--- src/rtl/autoplay_pkg.sv ---
// Shared state codes, reset constants, shuffle LFSR definition and button
// command decoding for the AutoPlay playlist scheduler.
package autoplay_pkg;

    // state   | meaning
    // IDLE    | stopped, all song generators disabled, index retained
    // PLAY    | one song generator enabled, its note code routed out
    // GAP     | silent pause between songs, counting down to PLAY
    localparam logic [1:0] ST_IDLE = 2'd0;
    localparam logic [1:0] ST_PLAY = 2'd1;
    localparam logic [1:0] ST_GAP  = 2'd2;

    localparam logic [7:0]  REST_CODE_DEF = 8'd100;
    localparam logic [15:0] LFSR_SEED     = 16'hACE1;
    // Fibonacci taps for x^16+x^14+x^13+x^11+1 with a right-shifting register
    localparam logic [15:0] LFSR_TAPS     = 16'h002D;

    localparam int BTN_PLAY = 0;
    localparam int BTN_PREV = 1;
    localparam int BTN_NEXT = 2;
    localparam int BTN_STOP = 3;

    typedef enum logic [2:0] {
        CMD_NONE = 3'd0,
        CMD_PLAY = 3'd1,
        CMD_PREV = 3'd2,
        CMD_NEXT = 3'd3,
        CMD_STOP = 3'd4
    } cmd_t;

    function automatic cmd_t cmd_decode(input logic [3:0] pulse);
        if (pulse[BTN_STOP])      return CMD_STOP;
        else if (pulse[BTN_NEXT]) return CMD_NEXT;
        else if (pulse[BTN_PREV]) return CMD_PREV;
        else if (pulse[BTN_PLAY]) return CMD_PLAY;
        else                      return CMD_NONE;
    endfunction

    function automatic logic [15:0] lfsr_step(input logic [15:0] s);
        return {^(s & LFSR_TAPS), s[15:1]};
    endfunction

endpackage

--- src/rtl/autoplay_btn_edge.sv ---
// Button synchroniser stage: registers the four button levels and emits a
// registered one-cycle pulse for each rising edge.
module autoplay_btn_edge (
    input  logic       iClk,
    input  logic       iReset_n,
    input  logic [3:0] i_btn,
    output logic [3:0] o_pulse
);

    logic [3:0] r_btn;
    logic [3:0] r_pulse;

    always_ff @(posedge iClk or negedge iReset_n) begin
        if (!iReset_n) begin
            r_btn   <= '0;
            r_pulse <= '0;
        end else begin
            r_btn   <= i_btn;
            r_pulse <= i_btn & ~r_btn;
        end
    end

    assign o_pulse = r_pulse;

endmodule

--- src/rtl/autoplay_scheduler.sv ---
// Playlist scheduler: sequences NUM_SONGS song generators with silent gaps.
// Define AUTOPLAY_SHUFFLE_EN for LFSR-driven shuffle order on advance/Next.
module autoplay_scheduler
    import autoplay_pkg::*;
#(
    parameter int NUM_SONGS  = 4,
    parameter int SEL_W      = 2,
    parameter int GAP_CYCLES = 1905000,
    parameter int END_THRESH = 90,
    parameter int REST_CODE  = 100
) (
    input  logic                   iClk,
    input  logic                   iReset_n,
    input  logic                   iPlay,
    input  logic                   iStop,
    input  logic                   iNext,
    input  logic                   iPrev,
    input  logic                   iRepeatOne,
    input  logic [NUM_SONGS*8-1:0] iSongFreq,
    input  logic [NUM_SONGS*8-1:0] iSongProgress,
    output logic [NUM_SONGS-1:0]   oSongEnable,
    output logic [7:0]             oFreq,
    output logic [7:0]             oProgress,
    output logic [SEL_W-1:0]       oSongIdx,
    output logic [1:0]             oState
);

    localparam int               GAP_W    = $clog2(GAP_CYCLES + 1);
    localparam logic [GAP_W-1:0] GAP_LOAD = GAP_W'(GAP_CYCLES - 1);
    localparam logic [SEL_W-1:0] IDX_LAST = SEL_W'(NUM_SONGS - 1);
    localparam logic [7:0]       REST     = 8'(REST_CODE);
    localparam logic [7:0]       THRESH   = 8'(END_THRESH);

    logic [3:0]       w_pulse;
    cmd_t             w_cmd;
    logic [1:0]       r_state, w_state_nx;
    logic [SEL_W-1:0] r_idx, w_idx_nx, w_idx_inc, w_idx_dec, w_idx_adv;
    logic [GAP_W-1:0] r_gap, w_gap_nx;
    logic [7:0]       r_freq, r_progress, w_cur_freq, w_cur_prog;
    logic             r_first, w_end, w_play_hold;

    autoplay_btn_edge u_btn_edge (
        .iClk     (iClk),
        .iReset_n (iReset_n),
        .i_btn    ({iStop, iNext, iPrev, iPlay}),
        .o_pulse  (w_pulse)
    );

    assign w_cmd      = cmd_decode(w_pulse);
    assign w_cur_freq = iSongFreq[{r_idx, 3'b000} +: 8];
    assign w_cur_prog = iSongProgress[{r_idx, 3'b000} +: 8];
    assign w_idx_inc  = (r_idx == IDX_LAST) ? '0 : r_idx + 1'b1;
    assign w_idx_dec  = (r_idx == '0) ? IDX_LAST : r_idx - 1'b1;

`ifdef AUTOPLAY_SHUFFLE_EN
    logic [15:0]      r_lfsr;
    logic [SEL_W-1:0] w_pick;

    always_ff @(posedge iClk or negedge iReset_n) begin
        if (!iReset_n) r_lfsr <= LFSR_SEED;
        else           r_lfsr <= lfsr_step(r_lfsr);
    end

    // Low bits folded into range; never replay the current song.
    assign w_pick    = (r_lfsr[SEL_W-1:0] > IDX_LAST) ? r_lfsr[SEL_W-1:0] - SEL_W'(NUM_SONGS)
                                                      : r_lfsr[SEL_W-1:0];
    assign w_idx_adv = (w_pick == r_idx) ? w_idx_inc : w_pick;
`else
    assign w_idx_adv = w_idx_inc;
`endif

    // A progress drop from near the end marks song completion.
    assign w_end = (r_state == ST_PLAY) && !r_first &&
                   (r_progress >= THRESH) && (w_cur_prog < r_progress);

    always_comb begin
        w_state_nx = r_state;
        w_idx_nx   = r_idx;
        w_gap_nx   = r_gap;
        if (w_cmd == CMD_STOP) begin
            w_state_nx = ST_IDLE;
        end else if (w_cmd == CMD_NEXT || w_cmd == CMD_PREV) begin
            w_idx_nx = (w_cmd == CMD_NEXT) ? w_idx_adv : w_idx_dec;
            if (r_state != ST_IDLE) begin
                w_state_nx = ST_GAP;
                w_gap_nx   = GAP_LOAD;
            end
        end else begin
            case (r_state)
                ST_IDLE: if (w_cmd == CMD_PLAY) w_state_nx = ST_PLAY;
                ST_PLAY: begin
                    if (w_end) begin
                        w_state_nx = ST_GAP;
                        w_gap_nx   = GAP_LOAD;
                        w_idx_nx   = iRepeatOne ? r_idx : w_idx_adv;
                    end
                end
                ST_GAP: begin
                    if (r_gap == '0) w_state_nx = ST_PLAY;
                    else             w_gap_nx   = r_gap - 1'b1;
                end
                default: w_state_nx = ST_IDLE;
            endcase
        end
    end

    assign w_play_hold = (r_state == ST_PLAY) && (w_state_nx == ST_PLAY);

    always_ff @(posedge iClk or negedge iReset_n) begin
        if (!iReset_n) begin
            r_state    <= ST_IDLE;
            r_idx      <= '0;
            r_gap      <= '0;
            r_freq     <= REST;
            r_progress <= '0;
            r_first    <= 1'b0;
        end else begin
            r_state    <= w_state_nx;
            r_idx      <= w_idx_nx;
            r_gap      <= w_gap_nx;
            r_freq     <= w_play_hold ? w_cur_freq : REST;
            r_progress <= w_play_hold ? w_cur_prog : 8'd0;
            r_first    <= (r_state != ST_PLAY) && (w_state_nx == ST_PLAY);
        end
    end

    always_comb begin
        oSongEnable = '0;
        if (r_state == ST_PLAY) oSongEnable[r_idx] = 1'b1;
    end

    assign oFreq     = r_freq;
    assign oProgress = r_progress;
    assign oSongIdx  = r_idx;
    assign oState    = r_state;

endmodule
--- config.mk ---
export PLATFORM = sky130hd
export DESIGN_NAME = autoplay_scheduler
export DESIGN_NICKNAME = d
export VERILOG_FILES = /design/src/rtl/autoplay_pkg.sv /design/src/rtl/autoplay_btn_edge.sv /design/src/rtl/autoplay_scheduler.sv
export SDC_FILE = /design/constraint.sdc
export NUM_CORES = 1
export LEC_CHECK = 0
export CAP_MARGIN = 20
export CELL_PAD_IN_SITES_DETAIL_PLACEMENT = 2
export CELL_PAD_IN_SITES_GLOBAL_PLACEMENT = 2
export CORE_MARGIN = 2
export CORE_UTILIZATION = 26
export CTS_CLUSTER_DIAMETER = 150
export DETAILED_ROUTE_END_ITERATION = 10
export HOLD_SLACK_MARGIN = 0.12
export PLACE_DENSITY = 0.85
export SLEW_MARGIN = 10
export SYNTH_ARGS = -nofsm -noshare
export SYNTH_HDL_FRONTEND = slang
export SYNTH_HIERARCHICAL = 1
export SYNTH_SLANG_ARGS = --single-unit
--- constraint.sdc ---
create_clock -name iClk -period 3.57 [get_ports iClk]
set_clock_uncertainty 0.1 [all_clocks]
set_input_delay 0.714 -clock iClk [delete_from_list [all_inputs] [get_ports iClk]]
set_output_delay 0.714 -clock iClk [all_outputs]
set_load 0.01 [all_outputs]
Word level (Yosys, flattened, before mapping)
Index checks and enable logic that the tools add are counted.
W data, S select, Z words.
Cells by class
  add/sub/neg operators: 3
  order comparisons: 4
  equality and inequality tests: 13
  shifts and indexed selects: 2
  mux-type cells: 28
  bitwise logic cells: 3
  reductions and logical operators: 17
Operator list (count)
  $mux W21: 4
  $shiftx A32 B6 Y8: 2
  $pmux W21 S2: 1
  $mux W2: 15
  $logic_not A21 Y1: 1
  $sub A21 B1 Y21 const B: 1
  $mux W8: 2
  $ge A8 B7 Y1 const B: 1
  $lt A8 B8 Y1: 1
  $eq A3 B2 Y1 const B: 2
  $logic_and A1 B1 Y1: 6
  $ne A2 B1 Y1 const B: 3
  $pmux W2 S3: 1
  $reduce_bool A2 Y1: 3
  $reduce_and A5 Y1: 1
  $and A4 B4 Y4: 1
  $eq A2 B1 Y1 const B: 2
  $eq A2 B2 Y1 const B: 2
  $logic_not A2 Y1: 2
  $mux W4: 1
  $not A4 Y4: 1
  $reduce_and A4 Y1: 1
  $eq A3 B1 Y1 const B: 1
  $eq A3 B3 Y1 const B: 1
  13 further kinds: 14
Word-level totals
  bits in registers: 50
  input bits: 71
  output and inout bits: 24

Depth between registers and ports, before layout
Gate-level depths: netlist of the first run.
  word-level depth: 12
  gate-level depth with buffers: 11
  depth with buffers taken out: 8

Hierarchy
The synthesis of the first run kept the hierarchy.
By module, submodules not included
  autoplay_scheduler: times used 1, cells an instance 265, area an instance 2796.4 um2
  autoplay_btn_edge: times used 1, cells an instance 12, area an instance 255.2 um2

Least setup slack after synthesis of the first run
Ideal clock, no wire load.
  path kind: register to register
  start point: reg r_idx[0], in the netlist oSongIdx[0]
  end point: reg r_gap[18]
  library setup time: 0.148 ns
  arrival: 3.305 ns
  required time: 3.322 ns
  setup slack: 0.017 ns
  cell stages (with the launch flop): 12
  path through: dfrtp_1 > buf_6 > buf_1 > mux4_2 > ha_1 > a211o_1 > o211ai_1 > o211ai_2 > o221a_4 > nor3_4 > buf_6 > a41oi_1
Between the ends
  word-level cells in the longest chain between the ends: 5
Ends and longest elaborated chain
  from (decl): RTL line autoplay_scheduler.sv:37  | logic [SEL_W-1:0] r_idx, w_idx_nx, w_idx_inc, w_idx_dec, w_idx_adv;
  from (signal assigned): RTL line autoplay_scheduler.sv:119  | r_idx <= w_idx_nx;
  $shiftx A32 B6 Y8: RTL line autoplay_scheduler.sv:51  | assign w_cur_prog = iSongProgress[{r_idx, 3'b000} +: 8];
  $lt A8 B8 Y1: RTL line autoplay_scheduler.sv:74  | (r_progress >= THRESH) && (w_cur_prog < r_progress);
  $logic_and A1 B1 Y1: RTL line autoplay_scheduler.sv:74
  $ne A3 B2 Y1 (no source line)
  $reduce_and A5 Y1 (no source line)
  to (signal assigned): RTL line autoplay_scheduler.sv:120  | r_gap <= w_gap_nx;
  to (decl): RTL line autoplay_scheduler.sv:38  | logic [GAP_W-1:0] r_gap, w_gap_nx;
No other way between the ends.
A chain may end at the register's enable or synchronous reset.

Worst setup path in the final report of the first run
  start point: in iSongProgress[17]
  end point: reg r_gap[11]
Between the ends
  word-level cells in the longest chain between the ends: 5
Ends and longest elaborated chain
  from (decl): RTL line autoplay_scheduler.sv:20  | input logic [NUM_SONGS*8-1:0] iSongProgress,
  $shiftx A32 B6 Y8: RTL line autoplay_scheduler.sv:51
  $lt A8 B8 Y1: RTL line autoplay_scheduler.sv:74
  $logic_and A1 B1 Y1: RTL line autoplay_scheduler.sv:74
  $ne A3 B2 Y1 (no source line)
  $reduce_and A5 Y1 (no source line)
No other way between the ends.

==> flow_metrics.py, run 1 <==
metrics = {
    "final_layout": {
        "antenna_cells": 0,
        "fillers": 1206,
        "drive_above_1_share_pct": 17.06,
        "nNetsFinal": 463,
        "area_growth_pct": 46.25,
    },
    "clocking": {
        "cts_tree": "built",
        "clock_path_buffers": 2,
        "cts_made_buffers": 5,
        "clock_sinks": 50,
        "root_buffer": "clkbuf_16",
        "clk_pin_slew_worst_paths_ns": 0.07,
        "cts_hold_buf": 0,
        "insertion_delay_ns": 0.30,
        "cts_max_level": 2,
    },
    "worst_setup_path": {
        "worst-r2r-setup-slack_ns": 0.16,
        "regToRegEndpoint": "r_gap[11]",
        "path_class": "in2reg",
        "end_kind": "flip-flop",
        "crit_chain": "clkdlybuf4s50_1 > mux4_2 > ha_2 > or3_1 > a21oi_2 > o211ai_2 > o221a_4 > nor3_4 > buf_4 > buf_4 > a32o_1",
        "r2r_cells": 11,
        "critPathMostFrequentCell": "buf_4",
        "crit_fanout": 8,
        "crit_family": "compound AO/OA/AOI/OAI gates",
        "critical_path.startpoint": "iSongProgress[17]",
        "path_depth": 11,
        "slowest_stage": "mux4_2",
        "crit_buf_inv": 3,
        "crit_path_end": "r_gap[11]",
        "reg2reg_from": "oSongIdx[0]",
        "crit_required_ns": 3.71,
        "arrival_ns": 3.71,
        "start_kind": "input pin",
        "cp_slowest_stage_delay_ns": 0.51,
    },
    "die": {
        "rows": 39,
        "pin_count": 95,
        "die_h_um": 112.3,
        "design.die.area_um2": 12620,
        "die_w_um": 112.3,
        "start_util_pct": 26.73,
        "coreArea_um2": 11420,
    },
    "place": {
        "io_buffers": 94,
        "hpwl_um": 8889,
        "post-place-ws_ns": -0.3137,
        "gp_congestion": 0.8502,
    },
    "timing": {
        "finalMaxSlewViolations": 0,
        "hold_violations": 0,
        "fin_crit_sh_pct": 99.99,
        "timing.fmax_mhz": 280.1,
        "slew_headroom_pct": 45.34,
        "tightest_slew_ns": 0.8198,
        "min_period_ns": 3.570,
        "setup_ws_ns": 0.0002667,
        "setup_viol": 0,
    },
    "yosys": {
        "synth.avg_cell_area_um2": 11.02,
        "yosysSeqAreaShare_pct": 41.12,
        "ys.flop_type": "dfrtp_1",
        "syn-num-nets": 360,
        "syn_inst": 277,
        "ys_types": 55,
        "syn_area_um2": 3052,
        "ys_ff_latch": 50,
        "synth_edf_count": 0,
        "synthArstFlopShare_pct": 100.0,
        "ys.warnings.count": 6,
    },
    "route": {
        "via_count": 2780,
        "drt_pre_antenna_iters": 4,
        "wl_um": 12120,
        "post_drt_wl_per_cell_um": 23.14,
        "postRouteAntennaNets": 0,
        "viasPerCell": 5.305,
        "drt_iter0_drc": 96,
        "drc_errors": 0,
    },
    "global_route": {
        "grt_pass1_vias": 3184,
        "antenna_found_initial": 0,
        "grtUsageTotal_pct": 19.18,
        "grt_pass1_wl_um": 18510,
        "grt_max_degree": 35,
        "grt_overflow": 0,
    },
    "power_and_ir_drop": {
        "finalPower_uw": 2148,
        "leakage_uw": 0.001768,
        "cellPowerDensity_nw_per_um2": 481.2,
        "ir_drop_v": 0.0002953,
        "power_frac_comb_pct": 42.0,
        "sw_frac_of_total_pct": 33.78,
        "internal_power_uw": 1422,
        "p_switching_uw": 725.5,
        "pwr-share-seq_pct": 32.2,
        "clockPowerShare_pct": 25.9,
    },
    "worst_hold_path": {
        "min_path_type": "reg2reg",
    },
    "status": {
        "status": "completed",
    },
    "job": {
        "cap_violations": 0,
    },
}
## sequential cells by signal (all words and copies together), names as in the netlist
name	cells
r_gap	21
oFreq	8
oProgress	8
u_btn_edge/o_pulse	4
u_btn_edge/r_btn	4
oSongIdx	2
oState	2
r_first	1
## power by group through the flow
stage                     Clock [uW]  Sequential (uW)  Combinational (uW)
after floorplan                    0              663                 529
after CTS                        569              685                 868
after global routing             592              698                 968
after detailed placement           0              696                 855
final                            556              691                 901
after global placement             0              681                 797
## stage by stage
stage	hold slack, ns	instance area, um2	TNS (ns)	std cells	util (%)
finish	0.3410	4463	0	524	39.09
global route	0.3650	4463	-0.2016	524	39.09
CTS	0.3438	4398	0	522	38.52
detailed placement	0.3348	4227	-5.562	514	37.02
global placement	0.3313	4227	-1.887	514	37.02
floorplan	0.3184	3052	0	277	-
## cell families after synthesis
| kind of cell | count (synthesis) | share of synthesized area (%) |
|---|---|---|
| XOR/XNOR | 1 | 0.2871 |
| AO/OA/AOI/OAI | 74 | 18.49 |
| flip-flops | 50 | 41.12 |
| multiplexers | 18 | 13.08 |
| adder cells (fa/ha/maj) | 12 | 4.920 |
| buffers and inverters | 35 | 4.838 |
| AND/OR/NAND/NOR | 87 | 17.26 |
## area by class of cell
class / count / area, um2 / area share (%)
multi-input cells: 192 / 1687 / 37.79
flip-flops and latches: 50 / 1256 / 28.15
repair buffers: 113 / 1109 / 24.84
well taps: 143 / 178.9 / 4.009
clock buffers: 5 / 125.1 / 2.803
inverters: 18 / 67.56 / 1.514
clock inverters: 3 / 40.04 / 0.8971
## Yosys cell counts, drive strengths merged, types with 6 or more instances
| library cell | number | area (um2) |
|---|---|---|
| inv | 18 | 67.56 |
| nor2b | 6 | 67.56 |
| or3 | 8 | 50.05 |
| a21oi | 18 | 90.09 |
| and2 | 19 | 118.9 |
| a31oi | 13 | 81.33 |
| nor3 | 9 | 56.31 |
| dfrtp | 47 | 1176 |
| clkbuf | 12 | 45.04 |
| mux4 | 16 | 379.1 |
| nand3 | 6 | 30.03 |
| nor2 | 17 | 63.81 |
| ha | 12 | 150.1 |
| o21ai | 10 | 50.05 |
## layout by cell type (no fill, tap or decap), types with 4 or more instances in the layout
cell type	netlist	layout
nand3_1	6	6
inv_1	18	18
buf_4	0	17
nand2b_1	5	5
ha_1	12	9
a31oi_1	13	13
a21oi_1	18	17
nor3_1	8	8
dfrtp_1	47	46
clkbuf_16	0	6
clkdlybuf4s50_1	0	93
or3_1	8	8
nor2_1	17	17
o21ai_0	10	10
and2_1	19	19
nor2b_4	4	4
nand2_1	5	5
mux4_2	11	13
## layer usage
layer / share of wire [%] / up-vias / global-route usage (%)
met5: 0 / - / 0
met3: 2.8 / 19 / 2.376
met4: 3.2 / 0 / 7.967
met1: 39 / 1462 / 22.15
met2: 55 / 57 / 35.70
li1: - / 1242 / -
## worst min-delay path by stage
stage                                   start                     to  depth (start not counted)
after floorplan                      iReset_n               oFreq[0]                          0
after global placement    u_btn_edge/r_btn[1]  u_btn_edge/o_pulse[1]                          1
after detailed placement  u_btn_edge/r_btn[3]  u_btn_edge/o_pulse[3]                          1
after CTS                 u_btn_edge/r_btn[3]  u_btn_edge/o_pulse[3]                          1
after global routing      u_btn_edge/r_btn[2]  u_btn_edge/o_pulse[2]                          1
final                     u_btn_edge/r_btn[3]  u_btn_edge/o_pulse[3]                          1
## what timing repair did
action                     CTS  global route
pin swaps                    1             4
gates cloned                 0             1
setup endpoints to repair    3            13
resized for setup            1             8
setup buffers                0             1
(Power assumes the default switching activity.)
==> run 2: changes to the inputs <==
--- a/config.mk
+++ b/config.mk
@@ -13,9 +13,8 @@
 export CTS_CLUSTER_DIAMETER = 150
 export DETAILED_ROUTE_END_ITERATION = 10
 export HOLD_SLACK_MARGIN = 0.12
-export PLACE_DENSITY = 0.85
+export PLACE_DENSITY = 0.86
 export SLEW_MARGIN = 10
 export SYNTH_ARGS = -nofsm -noshare
 export SYNTH_HDL_FRONTEND = slang
-export SYNTH_HIERARCHICAL = 1
 export SYNTH_SLANG_ARGS = --single-unit
==> run 2 against run 1 <==
- largest cell class unchanged
- fmax increased by 2.0%
- critical endpoint is now r_gap[9]
- critical path depth unchanged
- routed wire length decreased by 17%
- area after synthesis decreased by 3.8%
- sequential power increased by 2%
==> flow_metrics.py, run 2 <==
metrics = {
    "die": {
        "design.die.area_um2": 12160,
        "pin_count": 95,
        "start_util_pct": 26.85,
        "coreArea_um2": 10940,
        "rows": 38,
        "die_h_um": 110.3,
        "die_w_um": 110.3,
    },
    "timing": {
        "tightest_slew_ns": 1.085,
        "setup_viol": 0,
        "whs_ns": 0.3033,
        "rsz0062_at_grt": "no",
        "min_period_ns": 3.500,
        "slew_headroom_pct": 27.67,
        "timing.fmax_mhz": 285.7,
        "fin_crit_sh_pct": 98.04,
        "hold_violations": 0,
        "finalMaxSlewViolations": 0,
        "setup_ws_ns": 0.07002,
    },
    "yosys": {
        "syn_area_um2": 2937,
        "synthArstFlopShare_pct": 100.0,
        "yosysTopAreaCell": "dfrtp_1",
        "ys_top_cells_by_area": "dfrtp_1 (40%), mux4_2 (12%), ha_1 (5.1%), and2_1 (3.8%), dfstp_2 (2.7%)",
        "syn-num-nets": 350,
        "ys.warnings.count": 0,
        "synthDominantCellAreaShare_pct": 40.05,
        "ys_types": 52,
        "synth.avg_cell_area_um2": 11.00,
        "ys.flop_type": "dfrtp_1",
        "ys_ff_latch": 50,
        "synth.most_common_cell": "dfrtp_1",
        "synth_edf_count": 0,
        "syn_inst": 267,
        "yosysSeqAreaShare_pct": 42.74,
        "synth_top_cells_by_count": "dfrtp_1 (47), and2_1 (18), inv_1 (16), mux4_2 (16)",
    },
    "final_layout": {
        "top_register": "r_gap",
        "final_cells": 508,
        "fillers": 1133,
        "finalInstanceArea_um2": 4278,
        "largest_register_ff_count": 21,
        "final_common_cell": "clkdlybuf4s50_1",
        "area_growth_pct": 45.68,
        "antenna_cells": 0,
        "layout_common_cells": "clkdlybuf4s50_1 (93), dfrtp_1 (47), and2_1 (18), inv_1 (16), mux4_2 (16)",
        "drive_above_1_share_pct": 14.40,
        "nNetsFinal": 450,
    },
    "job": {
        "cap_violations": 0,
    },
    "worst_hold_path": {
        "hold_path_depth": 1,
        "hp-start": "u_btn_edge.r_btn[3]",
        "hold-path-endpoint": "u_btn_edge.o_pulse[3]",
        "min_path_type": "reg2reg",
    },
    "place": {
        "place_area_um2": 4115,
        "gp_congestion": 0.7303,
        "post-place-ws_ns": -0.2260,
        "hpwl_um": 7830,
        "io_buffers": 94,
        "dp.cells": 500,
    },
    "route": {
        "drt_pre_antenna_iters": 4,
        "post_drt_wl_per_cell_um": 19.82,
        "via_count": 2659,
        "wl_um": 10070,
        "postRouteAntennaNets": 0,
        "viasPerCell": 5.234,
        "drt_iter0_drc": 54,
        "drc_errors": 0,
    },
    "worst_setup_path": {
        "end_kind": "flip-flop",
        "arrival_ns": 3.59,
        "crit_fanout": 21,
        "regToRegEndpoint": "r_gap[9]",
        "r2r_cells": 11,
        "start_kind": "input pin",
        "worst-r2r-setup-slack_ns": 0.27,
        "path_class": "in2reg",
        "reg2reg_from": "oSongIdx[0]",
        "crit_required_ns": 3.66,
    },
    "clocking": {
        "clock_path_buffers": 2,
        "cts_hold_buf": 0,
        "cts_resized": 0,
        "cts_setup_buffers": 0,
        "cts_made_buffers": 5,
        "root_buffer": "clkbuf_16",
        "insertion_delay_ns": 0.30,
        "cts_max_level": 2,
        "clk_pin_slew_worst_paths_ns": 0.07,
        "cts_tree": "built",
        "clock_sinks": 50,
    },
    "power_and_ir_drop": {
        "cellPowerDensity_nw_per_um2": 500.6,
        "ir_drop_v": 0.0002149,
        "leakage_uw": 0.001690,
    },
    "global_route": {
        "grt_max_degree": 31,
        "grt_pass1_wl_um": 16570,
        "grt_pass1_vias": 3166,
        "grt_overflow": 0,
        "antenna_found_initial": 0,
        "grtUsageTotal_pct": 18.22,
    },
    "status": {
        "status": "completed",
    },
}
[run 2: area by class of cell]
cell class	count	area, um2	area share (%)
well taps	140	175.2	4.095
clock inverters	1	30.03	0.7020
clock buffers	7	132.6	3.100
repair buffers	106	1064	24.86
inverters	16	60.06	1.404
multi-input cells	188	1562	36.50
flip-flops and latches	50	1255	29.34
[run 2: worst max path at each step]
| stage | cells past startpoint | to | slack [ns] | from |
|---|---|---|---|---|
| floorplan | 11 | r_gap[9] | 0.17 | oSongIdx[0] |
| global placement | 11 | r_gap[9] | -0.07 | iSongProgress[5] |
| detailed placement | 11 | r_gap[9] | -0.23 | iSongProgress[19] |
| CTS | 11 | r_gap[19] | 0.09 | iSongProgress[19] |
| global route | 11 | r_gap[13] | 0.03 | iSongProgress[3] |
| finish | 11 | r_gap[9] | 0.07 | iSongProgress[19] |
[run 2: per-layer routing]
metal / routed length [um] / up-vias / GRT usage [%] / part of all wire, %
li1: - / 1205 / - / -
met1: 3626 / 1356 / 18.91 / 36
met2: 5628 / 89 / 34.57 / 56
met3: 676 / 9 / 6.055 / 6.7
met4: 140 / 0 / 5.357 / 1.4
met5: 0 / - / 0 / 0
[run 2: logic make-up after synthesis]
group                    share of synthesized area [%]
AO/OA/AOI/OAI                                    15.85
XOR/XNOR                                        0.2983
adder cells (fa/ha/maj)                          5.113
buffers and inverters                            4.218
flip-flops                                       42.74
multiplexers                                     12.95
AND/OR/NAND/NOR                                  18.83
[run 2: critical path: stages]
cell and delay (ns):
clkdlybuf4s50_1 0.41, mux4_2 0.50, ha_1 0.35, a21oi_1 0.23
a21boi_0 0.12, a211oi_1 0.33, buf_4 0.20, and2_1 0.16
buf_12 0.17, o22ai_1 0.10, a22o_2 0.29
[run 2: through the flow]
step / utilization [%] / total power, uW / TNS (ns)
after floorplan: - / 1233 / 0
after global placement: 37.63 / 1536 / -0.3640
after detailed placement: 37.63 / 1605 / -5.081
after CTS: 39.12 / 2174 / 0
after global routing: 39.12 / 2279 / 0
final: 39.12 / 2141 / 0
[run 2: where the power goes]
group / total, uW / internal (uW) / switching (uW)
combinational: 883 / 477 / 406
sequential: 707 / 622 / 84.4
clock: 551 / 332 / 219
==> run 3: changes to the inputs <==
--- a/config.mk
+++ b/config.mk
@@ -9,11 +9,13 @@
 export CELL_PAD_IN_SITES_DETAIL_PLACEMENT = 2
 export CELL_PAD_IN_SITES_GLOBAL_PLACEMENT = 2
 export CORE_MARGIN = 2
-export CORE_UTILIZATION = 26
+export CORE_UTILIZATION = 35
 export CTS_CLUSTER_DIAMETER = 150
 export DETAILED_ROUTE_END_ITERATION = 10
+export DONT_BUFFER_PORTS = 1
 export HOLD_SLACK_MARGIN = 0.12
-export PLACE_DENSITY = 0.86
+export PLACE_DENSITY = 0.84
+export SKIP_CTS_REPAIR_TIMING = 1
 export SLEW_MARGIN = 10
 export SYNTH_ARGS = -nofsm -noshare
 export SYNTH_HDL_FRONTEND = slang
==> run 3 against run 2 <==
- global-route usage increased by 1.7 points
- critical path depth decreased by 2
- register-to-register slack got worse by 0.05 ns
- core utilization decreased by 0.17 points
- total power decreased by 17%
- critical endpoint unchanged
- highest routed layer unchanged
==> flow_metrics.py, run 3 (synthesis results as in run 2) <==
metrics = {
    "global_route": {
        "grtUsageMet2_pct": 34.03,
        "grt_util_met3_pct": 3.557,
        "grt_pass1_vias": 2573,
        "antenna_found_initial": 0,
        "grt_pass1_wl_um": 13740,
        "grt_max_degree": 51,
        "grt_overflow": 0,
        "grt_busiest_layer": "met2",
        "use_met1_pct": 25.03,
        "grtUsageTotal_pct": 19.95,
    },
    "final_layout": {
        "area_growth_pct": 8.436,
        "drive_above_1_share_pct": 18.59,
        "fillers": 858,
        "largest_register_ff_count": 21,
        "antenna_cells": 0,
        "top_register": "r_gap",
        "nNetsFinal": 351,
        "final_common_cell": "dfrtp_1",
        "layout_common_cells": "dfrtp_1 (46), and2_1 (18), inv_1 (16), mux4_2 (16)",
        "final_cells": 374,
    },
    "power_and_ir_drop": {
        "finalPower_uw": 1770,
        "ir_drop_v": 0.0002491,
        "leakage_uw": 0.001270,
        "cellPowerDensity_nw_per_um2": 555.8,
    },
    "worst_setup_path": {
        "crit_required_ns": 3.68,
        "worst-r2r-setup-slack_ns": 0.22,
        "path_class": "reg2reg",
        "arrival_ns": 3.46,
        "start_kind": "flip-flop",
        "end_kind": "flip-flop",
        "crit_fanout": 21,
    },
    "timing": {
        "finalMaxSlewViolations": 0,
        "fin_crit_sh_pct": 93.85,
        "min_period_ns": 3.350,
        "whs_ns": 0.1379,
        "rsz0062_at_grt": "no",
        "tns_ns": 0,
        "setup_viol": 0,
        "slew_headroom_pct": 27.98,
        "tightest_slew_ns": 1.080,
        "hold_violations": 0,
        "timing.fmax_mhz": 298.5,
    },
    "route": {
        "drt_pre_antenna_iters": 4,
        "postRouteAntennaNets": 0,
        "drt_iter0_drc": 87,
        "post_drt_wl_per_cell_um": 23.17,
        "wl_um": 8667,
        "drc_errors": 0,
        "via_count": 2307,
        "viasPerCell": 6.168,
    },
    "place": {
        "hpwl_um": 6371,
        "gp_congestion": 0.7868,
        "dp.cells": 365,
        "io_buffers": 0,
    },
    "clocking": {
        "cts_tree": "built",
        "clock_path_buffers": 2,
        "insertion_delay_ns": 0.31,
        "clock_sinks": 50,
        "cts_max_level": 2,
        "root_buffer": "clkbuf_8",
        "cts_made_buffers": 5,
        "clk_pin_slew_worst_paths_ns": 0.10,
    },
    "die": {
        "die_h_um": 95.60,
        "start_util_pct": 35.92,
        "die_w_um": 95.60,
        "coreArea_um2": 8175,
        "rows": 33,
        "pin_count": 95,
        "design.die.area_um2": 9138,
    },
    "worst_hold_path": {
        "min_path_type": "in2async",
    },
    "status": {
        "status": "completed",
    },
    "job": {
        "cap_violations": 0,
    },
}
==> run 3: final timing paths <==
path                                           from               endpoint  cells past startpoint
worst max register to register          oSongIdx[0]               r_gap[9]                      9
worst min-delay path                       iReset_n               r_gap[5]                      1
worst min register to register  u_btn_edge.r_btn[0]  u_btn_edge.o_pulse[0]                      1
max in group asynchronous                  iReset_n            oSongIdx[0]                      1
min in group iClk               u_btn_edge.r_btn[0]  u_btn_edge.o_pulse[0]                      1
worst max-delay path                    oSongIdx[0]               r_gap[9]                      9
==> run 3: critical path: stages (launching register included) <==
cell      delay [ns]
dfrtp_2         0.54
mux4_2          0.56
ha_1            0.31
a211oi_1        0.24
o211ai_1        0.15
a211oi_1        0.40
and2_1          0.23
buf_4           0.27
o22ai_1         0.13
a22o_2          0.30
==> run 3: per-layer routing <==
layer,routed length [um],vias to the layer above
met5,0,-
met4,246,0
met3,318,20
met2,4560,73
met1,3543,1209
li1,-,1005
==> run 3: through the flow <==
stage	util, %	cell area (um2)	setup slack [ns]
final	38.95	3184	0.2196
after global routing	38.95	3184	0.04309
after CTS	38.52	3149	0.06292
after detailed placement	37.40	3058	0.09503
after global placement	37.40	3058	0.3219
after floorplan	-	2938	0.1724
==> run 3: power breakdown <==
part / leakage, uW / switching (uW) / total [uW] / internal [uW]
registers: 0.000613 / 113 / 736 / 623
logic: 0.000609 / 335 / 683 / 348
clock network: 0.0000482 / 194 / 351 / 157
==> run 3: cell type report <==
type                       instances  area (um2)  area share [%]
sequential                        50        1256           39.45
inverter                          16       60.06           1.886
multi-input combinational        188        1573           49.39
clock inverter                     1       5.005          0.1572
timing repair buffer               7       72.57           2.279
tap                              105       131.4           4.126
clock buffer                       7       86.33           2.711
